==> src/rtl/board_input_cond.sv <==
// rtl/board_input_cond.sv - push-button and slide-switch conditioning (sync, debounce, edge pulses)
// Optional feature macro: BOARD_INPUT_COND_SW_DEBOUNCE_EN (debounce every switch bit; otherwise sync + one register)
module board_input_cond #(
   parameter int DB_LIMIT = 1000000,
   parameter int SW_W     = 16
) (
   input  logic            clk_i,
   input  logic            rst_i,
   input  logic            btn_i,
   input  logic [SW_W-1:0] sw_i,
   output logic            btn_level_o,
   output logic            btn_press_o,
   output logic [SW_W-1:0] sw_o,
   output logic            sw_change_o
);

   localparam int CNT_W = $clog2(DB_LIMIT);
   localparam logic [CNT_W-1:0] CNT_MAX = CNT_W'(DB_LIMIT - 1);
   localparam logic [CNT_W-1:0] CNT_ONE = CNT_W'(1);

   typedef enum logic [1:0] {
      IDLE    = 2'd0,
      WAIT_HI = 2'd1,
      PRESSED = 2'd2,
      WAIT_LO = 2'd3
   } btn_state_t;

   logic            btn_s1;
   logic            btn_s2;
   logic [SW_W-1:0] sw_s1;
   logic [SW_W-1:0] sw_s2;

   btn_state_t      btn_state;
   logic [CNT_W-1:0] btn_cnt;

   logic [SW_W-1:0] sw_next;

   // Two-flop synchronizers on every raw input before any other logic
   always_ff @(posedge clk_i) begin
      if (rst_i) begin
         btn_s1 <= 1'b0;
         btn_s2 <= 1'b0;
         sw_s1  <= '0;
         sw_s2  <= '0;
      end else begin
         btn_s1 <= btn_i;
         btn_s2 <= btn_s1;
         sw_s1  <= sw_i;
         sw_s2  <= sw_s1;
      end
   end

   // Button debounce FSM; a level flip is committed only after the synced value differs for DB_LIMIT edges
   always_ff @(posedge clk_i) begin
      if (rst_i) begin
         btn_state   <= IDLE;
         btn_cnt     <= '0;
         btn_level_o <= 1'b0;
         btn_press_o <= 1'b0;
      end else begin
         btn_press_o <= 1'b0;
         case (btn_state)
            IDLE: begin
               btn_cnt <= '0;
               if (btn_s2) begin
                  btn_state <= WAIT_HI;
                  btn_cnt   <= CNT_ONE;
               end
            end
            WAIT_HI: begin
               if (!btn_s2) begin
                  btn_state <= IDLE;
                  btn_cnt   <= '0;
               end else if (btn_cnt == CNT_MAX) begin
                  btn_state   <= PRESSED;
                  btn_cnt     <= '0;
                  btn_level_o <= 1'b1;
                  btn_press_o <= 1'b1;
               end else begin
                  btn_cnt <= btn_cnt + CNT_ONE;
               end
            end
            PRESSED: begin
               btn_cnt <= '0;
               if (!btn_s2) begin
                  btn_state <= WAIT_LO;
                  btn_cnt   <= CNT_ONE;
               end
            end
            WAIT_LO: begin
               if (btn_s2) begin
                  btn_state <= PRESSED;
                  btn_cnt   <= '0;
               end else if (btn_cnt == CNT_MAX) begin
                  btn_state   <= IDLE;
                  btn_cnt     <= '0;
                  btn_level_o <= 1'b0;
               end else begin
                  btn_cnt <= btn_cnt + CNT_ONE;
               end
            end
            default: begin
               btn_state <= IDLE;
               btn_cnt   <= '0;
            end
         endcase
      end
   end

`ifdef BOARD_INPUT_COND_SW_DEBOUNCE_EN
   logic [CNT_W-1:0] sw_cnt      [SW_W];
   logic [CNT_W-1:0] sw_cnt_next [SW_W];

   // Per-bit debounce: sw_o itself is the stable value, counters restart on any agreement
   always_comb begin
      sw_next = sw_o;
      for (int i = 0; i < SW_W; i++) begin
         sw_cnt_next[i] = '0;
         if (sw_s2[i] != sw_o[i]) begin
            if (sw_cnt[i] == CNT_MAX) begin
               sw_next[i] = sw_s2[i];
            end else begin
               sw_cnt_next[i] = sw_cnt[i] + CNT_ONE;
            end
         end
      end
   end

   // Switch debounce counters
   always_ff @(posedge clk_i) begin
      for (int i = 0; i < SW_W; i++) begin
         if (rst_i) begin
            sw_cnt[i] <= '0;
         end else begin
            sw_cnt[i] <= sw_cnt_next[i];
         end
      end
   end
`else
   // Without debounce the switches are just the synchronized levels
   always_comb begin
      sw_next = sw_s2;
   end
`endif

   // Registered switch outputs; one change pulse however many bits move together
   always_ff @(posedge clk_i) begin
      if (rst_i) begin
         sw_o        <= '0;
         sw_change_o <= 1'b0;
      end else begin
         sw_o        <= sw_next;
         sw_change_o <= |(sw_next ^ sw_o);
      end
   end

endmodule

==> config.mk <==
export PLATFORM = sky130hd
export DESIGN_NAME = board_input_cond
export DESIGN_NICKNAME = d
export VERILOG_FILES = /design/src/rtl/board_input_cond.sv
export SDC_FILE = /design/constraint.sdc
export NUM_CORES = 1
export LEC_CHECK = 0
export ABC_AREA = 1
export BUFFER_PORTS_ARGS = -buffer_cell sky130_fd_sc_hd__clkbuf_2
export CAP_MARGIN = 20
export CORE_ASPECT_RATIO = 1.4
export CORE_MARGIN = 5
export CORE_UTILIZATION = 35
export DETAILED_ROUTE_END_ITERATION = 12
export GPL_TIMING_DRIVEN = 0
export SLEW_MARGIN = 20
export SYNTH_ARGS = -nofsm -noshare
export SYNTH_HDL_FRONTEND = slang
export SYNTH_SLANG_ARGS = --single-unit
export TNS_END_PERCENT = 20
==> constraint.sdc <==
create_clock -name clk_i -period 3.14 [get_ports clk_i]
set_input_delay 0.628 -clock clk_i [delete_from_list [all_inputs] [get_ports clk_i]]
set_output_delay 0.628 -clock clk_i [all_outputs]
set_load 0.005 [all_outputs]
==> results of run 1 <==
## area by class of cell
cell class	count	area share (%)
sequential	75	43.1
multi-input combinational	223	31.2
inverter	75	8.09
clock buffer	12	7.37
timing repair buffer	36	5.18
tap	102	3.67
buffer	7	0.971
clock inverter	2	0.359
## synth_stat cells (all sizes together)
master | instances | area (um^2)
a21oi | 7 | 35.0
and3 | 2 | 12.5
buf | 1 | 11.3
clkbuf | 6 | 22.5
dfxtp | 75 | 1500
ha | 1 | 12.5
inv | 75 | 282
nand2 | 53 | 201
nand3 | 9 | 70.1
nand4 | 8 | 56.3
nor2 | 100 | 380
nor3 | 15 | 97.6
nor3b | 2 | 15.0
o21ai | 4 | 20.0
o31ai | 1 | 7.51
or2 | 2 | 12.5
xnor2 | 6 | 52.6
xor2 | 13 | 114
## kinds of logic (layout without fill, tap and decap cells)
family / count (synthesis) / count (layout) / synth area share [%]
DFF: 75 / 75 / 51.7
buffers and inverters: 82 / 132 / 10.9
xor gates and xnor gates: 19 / 19 / 5.73
adders and majority gates: 1 / 1 / 0.431
AOI/OAI and AO/OA: 12 / 12 / 2.15
and+or+nand+nor: 191 / 191 / 29.1
## sequential cells by signal (all words and copies together) (netlist names), named ones only
register and cells:
btn_press_o 1, btn_cnt 20, btn_s2 1, btn_s1 1
btn_level_o 1, sw_next 16, sw_o 16, btn_state 1
sw_s1 16, sw_change_o 1
## cells in the final DEF (no fill, tap or decap)
cell,instances
a21oi_1,7
and3_1,2
buf_6,1
clkbuf_1,7
clkbuf_16,9
clkbuf_2,36
clkbuf_8,2
clkinv_2,1
clkinvlp_4,1
dfxtp_1,75
ha_1,1
inv_1,73
inv_2,2
nand2_1,52
nand2_2,1
nand3_1,7
nand3_4,2
nand4_1,7
nand4_2,1
nor2_1,98
nor2_2,2
nor3_1,13
nor3_4,2
nor3b_1,2
o21ai_0,4
o31ai_1,1
or2_2,2
xnor2_1,6
xor2_1,13
## per-stage QoR
| stage | utilization [%] | hold slack (ns) | setup slack [ns] | area, um^2 | power (mW) |
|---|---|---|---|---|---|
| 2_1_floorplan | - | 0.388 | 1.66 | 2900 | 1.09 |
| 3_3_place_gp | 39.4 | 0.389 | 1.37 | 3210 | 1.12 |
| 3_5_place_dp | 39.4 | 0.396 | 1.36 | 3210 | 1.13 |
| 4_1_cts | 42.7 | 0.403 | 1.35 | 3480 | 2.07 |
| 5_1_grt | 42.7 | 0.417 | 1.21 | 3480 | 2.13 |
| 6_report | 42.7 | 0.400 | 1.37 | 3480 | 2.04 |
## metal layers
metal | vias to the layer above | share of wire, % | global-route usage, %
li1 | 1219 | - | -
met1 | 986 | 42 | 13.8
met2 | 41 | 51 | 20.4
met3 | 11 | 4.7 | 4.76
met4 | 0 | 2.6 | 5.95
met5 | - | 0 | 0
## how the worst min path moves through the flow
| stage | from | end | slack [ns] | cells past startpoint |
|---|---|---|---|---|
| 6_report | sw_s1[7]$_SDFF_PP0_ | sw_next[7]$_SDFF_PP0_ | 0.40 | 2 |
| 5_1_grt | sw_s1[7]$_SDFF_PP0_ | sw_next[7]$_SDFF_PP0_ | 0.42 | 2 |
| 4_1_cts | btn_s1$_SDFF_PP0_ | btn_s2$_SDFF_PP0_ | 0.40 | 2 |
| 3_5_place_dp | sw_s1[12]$_SDFF_PP0_ | sw_next[12]$_SDFF_PP0_ | 0.40 | 2 |
| 3_3_place_gp | sw_s1[9]$_SDFF_PP0_ | sw_next[9]$_SDFF_PP0_ | 0.39 | 2 |
| 2_1_floorplan | btn_s1$_SDFF_PP0_ | btn_s2$_SDFF_PP0_ | 0.39 | 2 |
## power by group through the flow
| stage | Sequential [mW] | Combinational [mW] | Clock (mW) |
|---|---|---|---|
| 3_3_place_gp | 1.02 | 0.0989 | 0 |
| 3_5_place_dp | 1.02 | 0.102 | 0 |
| 2_1_floorplan | 1.02 | 0.0686 | 0 |
| 4_1_cts | 1.00 | 0.103 | 0.963 |
| 6_report | 1.00 | 0.0995 | 0.935 |
| 5_1_grt | 1.01 | 0.119 | 1.00 |
## critical path, cell delays in order, from the launching register on
cell,delay (ns)
dfxtp_1,0.40
ha_1,0.28
nand2_2,0.15
nor3_4,0.31
nand3_4,0.13
nand3_4,0.15
buf_6,0.17
nor2_1,0.06
==> impl_metrics.tcl, run 1 <==
set metrics [dict create \
    seq_area_mm2 0.00150 \
    timing.max_cap.violations 0 \
    clock_sink_total 75 \
    synthesis.area_mm2 0.00290 \
    postCtsSetupBuffers 0 \
    dp_hpwl_um 4330 \
    power.sequential.fraction_pct 49.2 \
    num_io_pins 38 \
    p_leak_nw 1.56 \
    maximum_number_of_pins_on_one_net_before_global_route_repair 12 \
    p_switching_uw 442 \
    irDropWorstVdd_mv 0.371 \
    power.density_mw_per_mm2 585 \
    numCtsBuffers 9 \
    p_sw_share_pct 21.7 \
    hold_violations 0 \
    worstSetupStartpoint "btn_cnt[0]$_SDFF_PP0_" \
    clk-insertion-delay-late_ns 0.33 \
    multiInputGateArea_mm2 0.00109 \
    tightestPinTransition_ns 0.464 \
    initialDrtViolationCount 65 \
    grt_antenna_before_repair 0 \
    number_of_nets_with_antenna_violations_after_detailed_routing 0 \
    synthesis.instances 380 \
    drive_gt1_share_pct 14.4 \
    first_pass_grt_wire_length_um 9910 \
    r2r_end "btn_cnt[14]$_SDFF_PP0_" \
    stdcell_count 532 \
    crit_fanout 10 \
    drcViolationCount 0 \
    totalWireLength_um 5680 \
    routed_via_density 4.24 \
    cts-hold-fix-buffers 0 \
    synth.yosys.warnings 0 \
    num_vias 2257 \
    total_global_route_track_usage_pct 12.4 \
    comb_power_share_pct 4.9 \
    crit_path_arrival_time_ns 1.98 \
    dr.pass1.iters 4 \
    gr-total-overflow 0 \
    clk_transition_reported_paths_ns 0.06 \
    clock.fmax_ghz 0.566 \
    synthesis.area_per_instance_um2 7.64 \
    synthToLayoutAreaGrowth_pct 19.9 \
    p_clk_share_pct 45.9 \
    maxSlewHeadroom_pct 69.1 \
    postSynthRegisterBits 75 \
    replace_congestion 0.891 \
    post_drt_wl_per_cell_um 10.7 \
    start_util_pct 35.6 \
    criticalPathCategory "reg -> reg" \
    placement.io_buffers 36 \
    fillCellCount 824 \
    fin_crit_sh_pct 56.2 \
    rsz0062_at_grt "no" \
    skew_ns 0.00831 \
    synth.lib_cells_used.distinct 24 \
    tritoncts "yes" \
    finalWorstPathRequiredPeriod_ns 1.77 \
    worst-endpoint-required_ns 3.36 \
    cts_root_buffer "clkbuf_16" \
    report.final.setup_viol 0 \
    power_report.internal_total_mw 1.59 \
    fp-row-count 39 \
    tns_ns 0 \
    worstSetupStartpointType "flop" \
    cts_resized 0 \
    nets 447 \
    reg2reg_slack_ns 1.37 \
    seq_area_frac_synth_pct 51.7 \
    n_antenna_cell 0 \
    holdCritPathClass "reg -> reg" \
    rr_startpoint "btn_cnt[0]$_SDFF_PP0_" \
    clockBufferDepth 2 \
    status "completed" \
    fp.dieArea_mm2 0.0102 \
    crit_end "btn_cnt[14]$_SDFF_PP0_" \
    placed_cells_incl_taps 518 \
    end_kind "flop" \
    first_global_vias 2245 \
    mappedNetlistNets 400 \
    htree_num_levels 3 \
    maxSlewViolCount 0 \
    floorplan.die.width_um 87.0 \
    placeableCoreArea_mm2 0.00815 \
    die_h_um 118 \
    timing.reg2reg.worst_path_depth 7 \
]
Note: power is estimated with default switching activity, not from simulation.
==> inputs of run 2 (changes only) <==
clock period = 1.5 ns   (was 3.14 ns; I/O delays follow)
==> run 2 against run 1 <==
  * Via count up 1.6%
  * Register-to-register slack worse by 1.3 ns
  * Clock skew down 0.00064 ns
  * Maximum frequency up 21%
  * Cell area up 3.0%
  * Hold slack worse by 0.25 ns
  * Critical endpoint unchanged
  * Critical path depth unchanged
  * Flip-flop and latch count unchanged
  * Non-clock buffer count up 5
  * Wire length up 2.0%
==> impl_metrics.tcl, run 2 (synthesized netlist as in run 1, its figures left out) <==
set metrics [dict create \
    status "completed" \
    grt_antenna_before_repair 0 \
    end_kind "flop" \
    rsz0062_at_grt "yes" \
    placement.io_buffers 36 \
    dp_hpwl_um 4330 \
    hold_violations 0 \
    htree_num_levels 3 \
    top_register "btn_cnt" \
    gr-total-overflow 0 \
    tightestPinTransition_ns 0.464 \
    dp_worst_setup_slack_ns -0.277 \
    initialDrtViolationCount 71 \
    worst-endpoint-required_ns 1.76 \
    criticalPathCategory "reg -> reg" \
    finalWorstPathRequiredPeriod_ns 1.46 \
    start_util_pct 35.6 \
    floorplan.die.width_um 87.0 \
    placeableCoreArea_mm2 0.00815 \
    whs_ns 0.152 \
    most_common_library_cell_in_the_layout_ignoring_fill_and_taps "nor2_1" \
    tritoncts "yes" \
    post_drt_wl_per_cell_um 10.8 \
    crit_fanout 6 \
    power.density_mw_per_mm2 1200 \
    synthToLayoutAreaGrowth_pct 23.5 \
    dr.pass1.iters 4 \
    n_antenna_cell 0 \
    maxSlewViolCount 0 \
    num_vias 2294 \
    report.final.setup_viol 0 \
    clockBufferDepth 2 \
    reg2reg_slack_ns 0.04 \
    stdcell_count 537 \
    setup_slack_ns 0.0434 \
    worstSetupStartpointType "flop" \
    clk_transition_reported_paths_ns 0.06 \
    fp-row-count 39 \
    fin_crit_sh_pct 97.1 \
    placed_cells_incl_taps 518 \
    maximum_number_of_pins_on_one_net_before_global_route_repair 12 \
    cts-hold-fix-buffers 0 \
    replace_congestion 0.891 \
    die_h_um 118 \
    cts_root_buffer "clkbuf_16" \
    totalWireLength_um 5790 \
    drcViolationCount 0 \
    p_leak_nw 1.61 \
    clk-insertion-delay-late_ns 0.33 \
    num_io_pins 38 \
    tns_ns 0 \
    numCtsBuffers 9 \
    number_of_nets_with_antenna_violations_after_detailed_routing 0 \
    drive_gt1_share_pct 17.9 \
    clock_sink_total 75 \
    fp.dieArea_mm2 0.0102 \
    timing.max_cap.violations 0 \
    mostFrequentLayoutCells "95 x nor2_1, 73 x inv_1, 72 x dfxtp_1" \
    irDropWorstVdd_mv 0.779 \
    first_global_vias 2265 \
    total_global_route_track_usage_pct 12.6 \
    routed_via_density 4.27 \
    holdCritPathClass "in -> reg" \
    nets 452 \
    largest_register_ffs 20 \
    crit_path_arrival_time_ns 1.72 \
    first_pass_grt_wire_length_um 10000 \
    clock.fmax_ghz 0.687 \
    maxSlewHeadroom_pct 69.1 \
    skew_ns 0.00768 \
]
run 2: cell types whose count changed in the layout (fill, tap and decap cells not counted), sizes merged:
| cell | delta |
|---|---|
| buf | +5 |
run 2: final timing paths:
| check | startpoint | to | cells after the start |
|---|---|---|---|
| max | btn_cnt[0]$_SDFF_PP0_ | btn_cnt[14]$_SDFF_PP0_ | 7 |
| min reg2reg | sw_s1[7]$_SDFF_PP0_ | sw_next[7]$_SDFF_PP0_ | 2 |
| max reg2reg | btn_cnt[0]$_SDFF_PP0_ | btn_cnt[14]$_SDFF_PP0_ | 7 |
| min | sw_i[5] | sw_s1[5]$_SDFF_PP0_ | 3 |
run 2: metal layers:
metal | GRT usage, % | wire length [um] | vias to the layer above
met1 | 14.0 | 2390 | 1004
met2 | 20.7 | 2930 | 45
met4 | 5.95 | 164 | 0
met3 | 4.76 | 307 | 12
li1 | - | - | 1233
met5 | 0 | 0 | -
run 2: worst max-delay path, cell delays in order, from the launching register on:
cell	delay (ns)
dfxtp_4	0.37
ha_4	0.15
nand2_4	0.08
nor3_4	0.27
buf_6	0.14
nand3_1	0.10
xor2_1	0.16
nor2_1	0.11
run 2: timing repair:
action                                  4_1_cts  5_1_grt
pin swaps                                     2        4
buffers inserted                              2        3
endpoints found under the setup margin       24       23
gates resized for setup                       7       10
run 2: stage by stage:
| step | power (mW) | util, % | area, um^2 |
|---|---|---|---|
| detailed placement | 2.36 | 39.4 | 3210 |
| floorplan | 2.28 | - | 2900 |
| CTS | 4.34 | 43.4 | 3530 |
| global placement | 2.35 | 39.4 | 3210 |
| finish | 4.29 | 44.0 | 3590 |
| global route | 4.47 | 44.0 | 3590 |
run 2: report_power, final:
part           internal [mW]  total, mW  leakage [nW]  switching, mW
Clock                   1.19       1.97         0.131          0.778
Sequential              2.06       2.10         0.615         0.0400
Combinational         0.0967      0.220         0.862          0.123
Total                   3.35       4.29          1.61          0.942
run 2: final cells by class:
type	count	area [um^2]
buffer	7	33.8
clock buffer	12	256
clock inverter	2	12.5
fill	814	4560
inverter	75	282
multi-input combinational	223	1130
sequential	75	1510
tap	102	128
timing repair buffer	41	234
